[src/rtl/apb_arb_pkg.sv]
// rtl/apb_arb_pkg.sv - shared state encoding, widths and helpers for the APB master arbiter
package apb_arb_pkg;

    typedef enum logic [1:0] {
        ST_IDLE   = 2'd0,
        ST_SETUP  = 2'd1,
        ST_ACCESS = 2'd2
    } apb_state_e;

    localparam int ADDR_W          = 32;
    localparam int DATA_W          = 32;
    localparam int STRB_W          = 4;
    localparam int PROT_W          = 3;
    localparam int IDX_W           = 2;
    localparam int TMO_W           = 8;
    localparam int DEFAULT_TIMEOUT = 255;

    // Requester index reached by stepping off+1 places past last, modulo n.
    function automatic logic [IDX_W-1:0] rr_index(input logic [IDX_W-1:0] last,
                                                  input int off, input int n);
        int c;
        c = int'(last) + 1 + off;
        if (c >= n) begin
            c = c - n;
        end
        return IDX_W'(c);
    endfunction

endpackage

[src/rtl/apb_master_arbiter_if.sv]
// rtl/apb_master_arbiter_if.sv - requester-side transaction ports and APB master bus
interface apb_master_arbiter_if
    import apb_arb_pkg::*;
#(
    parameter int NUM_REQ = 2
);
    logic [NUM_REQ-1:0]        REQ_VALID;
    logic [ADDR_W*NUM_REQ-1:0] REQ_ADDR;
    logic [NUM_REQ-1:0]        REQ_WRITE;
    logic [DATA_W*NUM_REQ-1:0] REQ_WDATA;
    logic [STRB_W*NUM_REQ-1:0] REQ_STRB;
    logic [PROT_W*NUM_REQ-1:0] REQ_PROT;
    logic [NUM_REQ-1:0]        REQ_DONE;
    logic [DATA_W-1:0]         REQ_RDATA;
    logic                      REQ_ERR;

    logic                      PSEL;
    logic                      PENABLE;
    logic                      PWRITE;
    logic [ADDR_W-1:0]         PADDR;
    logic [DATA_W-1:0]         PWDATA;
    logic [STRB_W-1:0]         PSTRB;
    logic [PROT_W-1:0]         PPROT;
    logic [DATA_W-1:0]         PRDATA;
    logic                      PREADY;
    logic                      PSLVERR;

    modport master (
        input  REQ_VALID, REQ_ADDR, REQ_WRITE, REQ_WDATA, REQ_STRB, REQ_PROT,
        input  PRDATA, PREADY, PSLVERR,
        output REQ_DONE, REQ_RDATA, REQ_ERR,
        output PSEL, PENABLE, PWRITE, PADDR, PWDATA, PSTRB, PPROT
    );

    modport slave (
        output REQ_VALID, REQ_ADDR, REQ_WRITE, REQ_WDATA, REQ_STRB, REQ_PROT,
        output PRDATA, PREADY, PSLVERR,
        input  REQ_DONE, REQ_RDATA, REQ_ERR,
        input  PSEL, PENABLE, PWRITE, PADDR, PWDATA, PSTRB, PPROT
    );

endinterface

[src/rtl/apb_rr_pick.sv]
// rtl/apb_rr_pick.sv - combinational round-robin picker starting one past the last grant
module apb_rr_pick
    import apb_arb_pkg::*;
#(
    parameter int NUM_REQ = 2
) (
    input  logic [NUM_REQ-1:0] req_i,
    input  logic [IDX_W-1:0]   last_i,
    output logic [IDX_W-1:0]   grant_o,
    output logic               any_o
);
    logic [IDX_W:0]       shift_amt;
    logic [NUM_REQ-1:0]   rot;

    // Rotate so bit 0 is the requester right after the last grant; lowest set bit wins.
    always_comb begin
        shift_amt = {1'b0, last_i} + (IDX_W+1)'(1);
        rot       = NUM_REQ'({req_i, req_i} >> shift_amt);
        grant_o   = '0;
        any_o     = 1'b0;
        for (int k = NUM_REQ - 1; k >= 0; k--) begin
            if (rot[k]) begin
                any_o   = 1'b1;
                grant_o = rr_index(last_i, k, NUM_REQ);
            end
        end
    end

endmodule

[src/rtl/apb_master_arbiter.sv]
// rtl/apb_master_arbiter.sv - round-robin shared APB master with access-timeout watchdog
module apb_master_arbiter
    import apb_arb_pkg::*;
#(
    parameter int NUM_REQ = 2,
    parameter int TIMEOUT = DEFAULT_TIMEOUT
) (
    input  logic                 PCLK,
    input  logic                 PRESET,
    apb_master_arbiter_if.master bus
);
    localparam bit         TMO_EN  = (TIMEOUT != 0);
    localparam logic [8:0] TMO_VAL = 9'(TIMEOUT);

    apb_state_e          state_q;
    logic                psel_q;
    logic                penable_q;
    logic                pwrite_q;
    logic [ADDR_W-1:0]   paddr_q;
    logic [DATA_W-1:0]   pwdata_q;
    logic [STRB_W-1:0]   pstrb_q;
    logic [PROT_W-1:0]   pprot_q;
    logic [NUM_REQ-1:0]  done_q;
    logic [DATA_W-1:0]   rdata_q;
    logic                err_q;
    logic [IDX_W-1:0]    last_q;
    logic [IDX_W-1:0]    win_q;
    logic [TMO_W-1:0]    cnt_q;
    logic [TMO_W-1:0]    cnt_d;
    logic                timeout_hit;

    logic [NUM_REQ-1:0]  eligible;
    logic [IDX_W-1:0]    pick_idx;
    logic                pick_any;
    logic [ADDR_W-1:0]   sel_addr;
    logic                sel_write;
    logic [DATA_W-1:0]   sel_wdata;
    logic [STRB_W-1:0]   sel_strb;
    logic [PROT_W-1:0]   sel_prot;

    // A requester is masked in its own DONE cycle so it cannot be regranted on a stale request.
    assign eligible = bus.REQ_VALID & ~done_q;

    apb_rr_pick #(
        .NUM_REQ (NUM_REQ)
    ) u_pick (
        .req_i   (eligible),
        .last_i  (last_q),
        .grant_o (pick_idx),
        .any_o   (pick_any)
    );

    always_comb begin
        sel_addr  = '0;
        sel_write = 1'b0;
        sel_wdata = '0;
        sel_strb  = '0;
        sel_prot  = '0;
        for (int i = 0; i < NUM_REQ; i++) begin
            if (pick_idx == IDX_W'(i)) begin
                sel_addr  = bus.REQ_ADDR[i*ADDR_W +: ADDR_W];
                sel_write = bus.REQ_WRITE[i];
                sel_wdata = bus.REQ_WDATA[i*DATA_W +: DATA_W];
                sel_strb  = bus.REQ_STRB[i*STRB_W +: STRB_W];
                sel_prot  = bus.REQ_PROT[i*PROT_W +: PROT_W];
            end
        end
    end

    assign cnt_d       = cnt_q + TMO_W'(1);
    assign timeout_hit = TMO_EN && (({1'b0, cnt_q} + 9'd1) == TMO_VAL);

    always_ff @(posedge PCLK or posedge PRESET) begin
        if (PRESET) begin
            state_q   <= ST_IDLE;
            psel_q    <= 1'b0;
            penable_q <= 1'b0;
            pwrite_q  <= 1'b0;
            paddr_q   <= '0;
            pwdata_q  <= '0;
            pstrb_q   <= '0;
            pprot_q   <= '0;
            done_q    <= '0;
            rdata_q   <= '0;
            err_q     <= 1'b0;
            last_q    <= IDX_W'(NUM_REQ - 1);
            win_q     <= '0;
            cnt_q     <= '0;
        end else begin
            done_q <= '0;
            case (state_q)
                ST_IDLE: begin
                    if (pick_any) begin
                        win_q    <= pick_idx;
                        paddr_q  <= sel_addr;
                        pwrite_q <= sel_write;
                        pwdata_q <= sel_wdata;
                        pstrb_q  <= sel_write ? sel_strb : '0;
                        pprot_q  <= sel_prot;
                        psel_q   <= 1'b1;
                        state_q  <= ST_SETUP;
                    end
                end
                ST_SETUP: begin
                    penable_q <= 1'b1;
                    cnt_q     <= '0;
                    state_q   <= ST_ACCESS;
                end
                ST_ACCESS: begin
                    // PREADY takes priority over an expiring watchdog in the same cycle.
                    if (bus.PREADY || timeout_hit) begin
                        psel_q    <= 1'b0;
                        penable_q <= 1'b0;
                        done_q    <= NUM_REQ'(1) << win_q;
                        last_q    <= win_q;
                        state_q   <= ST_IDLE;
                        if (bus.PREADY) begin
                            rdata_q <= pwrite_q ? '0 : bus.PRDATA;
                            err_q   <= bus.PSLVERR;
                        end else begin
                            rdata_q <= '0;
                            err_q   <= 1'b1;
                        end
                    end else begin
                        cnt_q <= cnt_d;
                    end
                end
                default: begin
                    state_q <= ST_IDLE;
                end
            endcase
        end
    end

    assign bus.PSEL      = psel_q;
    assign bus.PENABLE   = penable_q;
    assign bus.PWRITE    = pwrite_q;
    assign bus.PADDR     = paddr_q;
    assign bus.PWDATA    = pwdata_q;
    assign bus.PSTRB     = pstrb_q;
    assign bus.PPROT     = pprot_q;
    assign bus.REQ_DONE  = done_q;
    assign bus.REQ_RDATA = rdata_q;
    assign bus.REQ_ERR   = err_q;

endmodule

[src/flat_wrapper.sv]
// flat-port wrapper written by rule: the top's interface ports become plain ports
module apb_master_arbiter_flat import apb_arb_pkg::*;
#(
    parameter int NUM_REQ = 2,
    parameter int TIMEOUT = DEFAULT_TIMEOUT
)
  (PCLK, PRESET, bus_REQ_VALID, bus_REQ_ADDR, bus_REQ_WRITE, bus_REQ_WDATA, bus_REQ_STRB, bus_REQ_PROT, bus_PRDATA, bus_PREADY, bus_PSLVERR, bus_REQ_DONE, bus_REQ_RDATA, bus_REQ_ERR, bus_PSEL, bus_PENABLE, bus_PWRITE, bus_PADDR, bus_PWDATA, bus_PSTRB, bus_PPROT);
  apb_master_arbiter_if #(.NUM_REQ(NUM_REQ)) bus_i ();
  input  logic PCLK;
  input  logic PRESET;
  input wire logic [$bits(bus_i.REQ_VALID)-1:0] bus_REQ_VALID;
  input wire logic [$bits(bus_i.REQ_ADDR)-1:0] bus_REQ_ADDR;
  input wire logic [$bits(bus_i.REQ_WRITE)-1:0] bus_REQ_WRITE;
  input wire logic [$bits(bus_i.REQ_WDATA)-1:0] bus_REQ_WDATA;
  input wire logic [$bits(bus_i.REQ_STRB)-1:0] bus_REQ_STRB;
  input wire logic [$bits(bus_i.REQ_PROT)-1:0] bus_REQ_PROT;
  input wire logic [$bits(bus_i.PRDATA)-1:0] bus_PRDATA;
  input wire logic [$bits(bus_i.PREADY)-1:0] bus_PREADY;
  input wire logic [$bits(bus_i.PSLVERR)-1:0] bus_PSLVERR;
  output wire logic [$bits(bus_i.REQ_DONE)-1:0] bus_REQ_DONE;
  output wire logic [$bits(bus_i.REQ_RDATA)-1:0] bus_REQ_RDATA;
  output wire logic [$bits(bus_i.REQ_ERR)-1:0] bus_REQ_ERR;
  output wire logic [$bits(bus_i.PSEL)-1:0] bus_PSEL;
  output wire logic [$bits(bus_i.PENABLE)-1:0] bus_PENABLE;
  output wire logic [$bits(bus_i.PWRITE)-1:0] bus_PWRITE;
  output wire logic [$bits(bus_i.PADDR)-1:0] bus_PADDR;
  output wire logic [$bits(bus_i.PWDATA)-1:0] bus_PWDATA;
  output wire logic [$bits(bus_i.PSTRB)-1:0] bus_PSTRB;
  output wire logic [$bits(bus_i.PPROT)-1:0] bus_PPROT;
  assign bus_i.REQ_VALID = bus_REQ_VALID;
  assign bus_i.REQ_ADDR = bus_REQ_ADDR;
  assign bus_i.REQ_WRITE = bus_REQ_WRITE;
  assign bus_i.REQ_WDATA = bus_REQ_WDATA;
  assign bus_i.REQ_STRB = bus_REQ_STRB;
  assign bus_i.REQ_PROT = bus_REQ_PROT;
  assign bus_i.PRDATA = bus_PRDATA;
  assign bus_i.PREADY = bus_PREADY;
  assign bus_i.PSLVERR = bus_PSLVERR;
  assign bus_REQ_DONE = bus_i.REQ_DONE;
  assign bus_REQ_RDATA = bus_i.REQ_RDATA;
  assign bus_REQ_ERR = bus_i.REQ_ERR;
  assign bus_PSEL = bus_i.PSEL;
  assign bus_PENABLE = bus_i.PENABLE;
  assign bus_PWRITE = bus_i.PWRITE;
  assign bus_PADDR = bus_i.PADDR;
  assign bus_PWDATA = bus_i.PWDATA;
  assign bus_PSTRB = bus_i.PSTRB;
  assign bus_PPROT = bus_i.PPROT;
  apb_master_arbiter #(.NUM_REQ(NUM_REQ), .TIMEOUT(TIMEOUT)) u_core (.PCLK(PCLK), .PRESET(PRESET), .bus(bus_i));
endmodule
[config.mk]
export PLATFORM = sky130hd
export DESIGN_NAME = apb_master_arbiter_flat
export DESIGN_NICKNAME = d
export VERILOG_FILES = /design/src/rtl/apb_arb_pkg.sv /design/src/rtl/apb_master_arbiter_if.sv /design/src/rtl/apb_rr_pick.sv /design/src/rtl/apb_master_arbiter.sv /design/src/flat_wrapper.sv
export SDC_FILE = /design/constraint.sdc
export NUM_CORES = 1
export LEC_CHECK = 0
export BUFFER_PORTS_ARGS = -buffer_cell sky130_fd_sc_hd__buf_2
export CAP_MARGIN = 15
export CORE_MARGIN = 2
export CORE_UTILIZATION = 25
export DETAILED_ROUTE_END_ITERATION = 6
export PLACE_DENSITY = 0.57
export RECOVER_POWER = 25
export SLEW_MARGIN = 15
export SYNTH_ARGS = -nofsm -noshare
export SYNTH_HDL_FRONTEND = slang
export SYNTH_SLANG_ARGS = --single-unit
export TNS_END_PERCENT = 100
[constraint.sdc]
create_clock -name PCLK -period 7.5 [get_ports PCLK]
set_clock_uncertainty 0.1 [all_clocks]
set_input_delay 0.375 -clock PCLK [delete_from_list [all_inputs] [get_ports PCLK]]
set_output_delay 0.375 -clock PCLK [all_outputs]
set_load 0.005 [all_outputs]
==> impl_metrics.yaml <==
clock_tree:
  cts_inserted_buffers: 17
  cts.sinks: 123
  clockBufferDepth: 2
  htree_levels: 4
  path_clk_slew_ps: 60
  clk_latency_ps: 410
  cts_tree: "built"
  cts-root-buf: "clkbuf_16"
critical_path:
  worstPathRequired_ps: 7800
  cp-end-kind: "asynchronous set/reset pin"
  cpMaxStageDelayCell: "clkinvlp_2"
  crit_chain: "dlygate4sd3_1 > buf_2 > clkinvlp_2 > buf_4"
  arrival_ps: 3300
  cp_top_family: "buffers and inverters"
  max_stage_delay_ps: 1260
  start_kind: "primary input"
  cp_max_fo: 73
  path_buf_inv: 4
  crit_type: "in -> async"
drt:
  met3WireLength_um: 952
  vias: 5021
  drt_iter0_drc: 198
  totalWireLength_mm: 17.24
  avgRoutedWirePerCell_um: 16.04
  wl_met1_mm: 7.374
  firstDrtPassIters: 4
  dr_wl_met2_mm: 8.617
  routed.top_layer: "met4"
  drc: 0
  vias_per_cell: 4.671
  drtAntennaViolNets: 0
run_status:
  status: "finished with violations"
  violations: "max-capacitance violations, max-slew violations"
run:
  drv_cap: 1
synth:
  synth_top_family_by_area: "compound AO/OA/AOI/OAI gates"
  synth-async-reset-ratio_pct: 100.0
  synth_edf_count: 0
  synthSimpleGateAreaFrac_pct: 14.47
  synth.avg_cell_area_um2: 10.51
  synth-main-ff-cell: "dfrtp_1"
  yosysUniqueCellTypes: 49
  synth_compound_area_share_pct: 21.67
  synthCells: 516
  synth_xor_area_share_pct: 0.3231
  synth_fp_nets: 702
  syn_area_mm2: 0.005421
  ys_warn_count: 0
  ys_seq_area_share_pct: 56.80
  synth-seq-cells: 123
  synthMuxAreaShare_pct: 1.315
  synth_fa_ha_area_share_pct: 0.9231
timing:
  finalSetupTns_ps: 0
  fin_crit_ps: 2998
  relSlewSlack_pct: -50.39
  setup_viol: 0
  setup_ws_ps: 4502
  hold_viol: 0
  slew_viol_final: 52
  worstMarginPinSlew_ps: 2244
  fmax_mhz: 333.6
  finalCritPeriodShare_pct: 39.97
  rsz0062_at_grt: "false"
pwr:
  ir_worst_vdd_mv: 0.1579
  p_leak_nw: 3.692
  power.density_mw_per_mm2: 428.8
floorplan:
  die_h_um: 151.3
  start_util_pct: 25.63
  io_pins: 291
  num_rows: 53
  die-area_mm2: 0.02288
  die_w_um: 151.3
  core-area_mm2: 0.02115
global_route:
  grt_pass1_vias: 4819
  grt_max_degree: 74
  grt_usage_pct: 14.69
  grt_pass1_wl_mm: 25.87
  grt_overflow: 0
  antenna_found_initial: 0
finish:
  fin_util_pct: 36.17
  fin_nets: 974
  layout_common_cells: "265 x buf_2, 150 x nor2_1, 122 x dfrtp_1"
  drive_above_1_share_pct: 40.50
  area_delta_synth_final_pct: 41.13
  n_antenna_cell: 0
  finalNonFillerCells: 1075
  final_common_cell: "buf_2"
min_path:
  min_path_type: "in -> reg"
placed_design:
  placed_cells: 1043
  dpl_worst_slack_ps: 4470
  gp_congestion: 0.7694
  io_buffer_count: 290
  hpwl_mm: 12.05
## area by class of cell
| cell class | instances | area (um2) |
|---|---|---|
| clock buffers | 20 | 466.7 |
| clock inverters | 11 | 143.9 |
| fillers | 2209 | 13500 |
| inverters | 9 | 35.03 |
| multi-input cells | 340 | 2107 |
| flip-flops and latches | 123 | 3079 |
| well taps | 275 | 344.1 |
| repair buffers | 297 | 1475 |
## timing repair
item / in CTS / in global routing
hold buffers: 1 / 0
buffers inserted: 0 / 0
resized for setup: 0 / 0
endpoints found under the setup margin: 0 / 0
endpoints found under the hold margin: 50 / 0
## path summary, 6_finish.rpt
| check | from | to | slack (ps) | cells past startpoint |
|---|---|---|---|---|
| setup / recovery | PRESET | u_core.bus.PWDATA[4] | 4500 | 4 |
| hold / removal | bus_PRDATA[5] | u_core.bus.REQ_RDATA[5] | 90 | 2 |
| setup reg to reg | u_core.state_q[1] | u_core.bus.PSTRB[3] | 4520 | 7 |
| hold reg to reg | u_core.bus.PSEL | u_core.bus.PSEL | 390 | 1 |
| max in group PCLK | u_core.state_q[1] | u_core.bus.PSTRB[3] | 4520 | 7 |
| min in group asynchronous | PRESET | u_core.bus.PADDR[8] | 1010 | 3 |
## power breakdown
group | internal [mW] | leakage, nW | switching [mW]
registers | 0.964 | 1.49 | 0.194
logic | 0.534 | 1.90 | 0.742
clock network | 0.546 | 0.302 | 0.299
total | 2.04 | 3.69 | 1.24
## Yosys cell counts, types with 4 or more instances
library cell	instances	area (um2)
ha_1	4	50.05
clkbuf_1	23	86.33
nand2_1	11	41.29
dfrtp_1	122	3053
inv_1	7	26.28
nor2_1	151	566.8
o21ai_0	9	45.04
a22o_1	28	245.2
o211ai_1	4	30.03
nor3_1	6	30.03
a22o_2	5	50.05
nand3_1	6	30.03
a221oi_1	71	621.9
o311ai_0	4	35.03
buf_2	15	75.07
## worst register-to-register path: cells and delay by family, from the launching register on
kind | cells | cell delay (ps)
buffers and inverters | 3 | 1530
and+or+nand+nor | 4 | 520
DFF | 1 | 710
## per-layer routing
metal / vias to the layer above / global-route usage (%)
met5: - / 0
met4: 0 / 5.701
met3: 19 / 3.584
met2: 162 / 24.14
met1: 2396 / 18.62
li1: 2444 / -
## state kept, by name, summed over array words and instances (netlist names), 2 cells and up
register and flops:
u_core.bus.REQ_DONE 2, u_core.bus.PWDATA 32, u_core.last_q 2, u_core.bus.PADDR 32, u_core.cnt_q 8, u_core.bus.PSTRB 4
u_core.state_q 2, u_core.bus.PPROT 3, u_core.bus.REQ_RDATA 32, u_core.win_q 2
## stage by stage
stage | total power [mW] | hold WS (ps) | instance area, um2
after floorplan | 1.941 | 355.7 | 5421
after global placement | 2.464 | 374.8 | 7063
after detailed placement | 2.493 | 376.4 | 7063
after CTS | 3.364 | 58.09 | 7684
after global routing | 3.550 | 70.31 | 7651
final | 3.280 | 86.17 | 7651
## cell families (layout without fill, tap and decap cells)
kind of cell / after synthesis / count (layout)
simple gates: 189 / 189
compound gates: 139 / 139
flops: 123 / 123
buf+inv: 53 / 337
mux: 6 / 6
fa+ha+maj: 4 / 4
xor+xnor: 2 / 2
(Power assumes the default switching activity.)
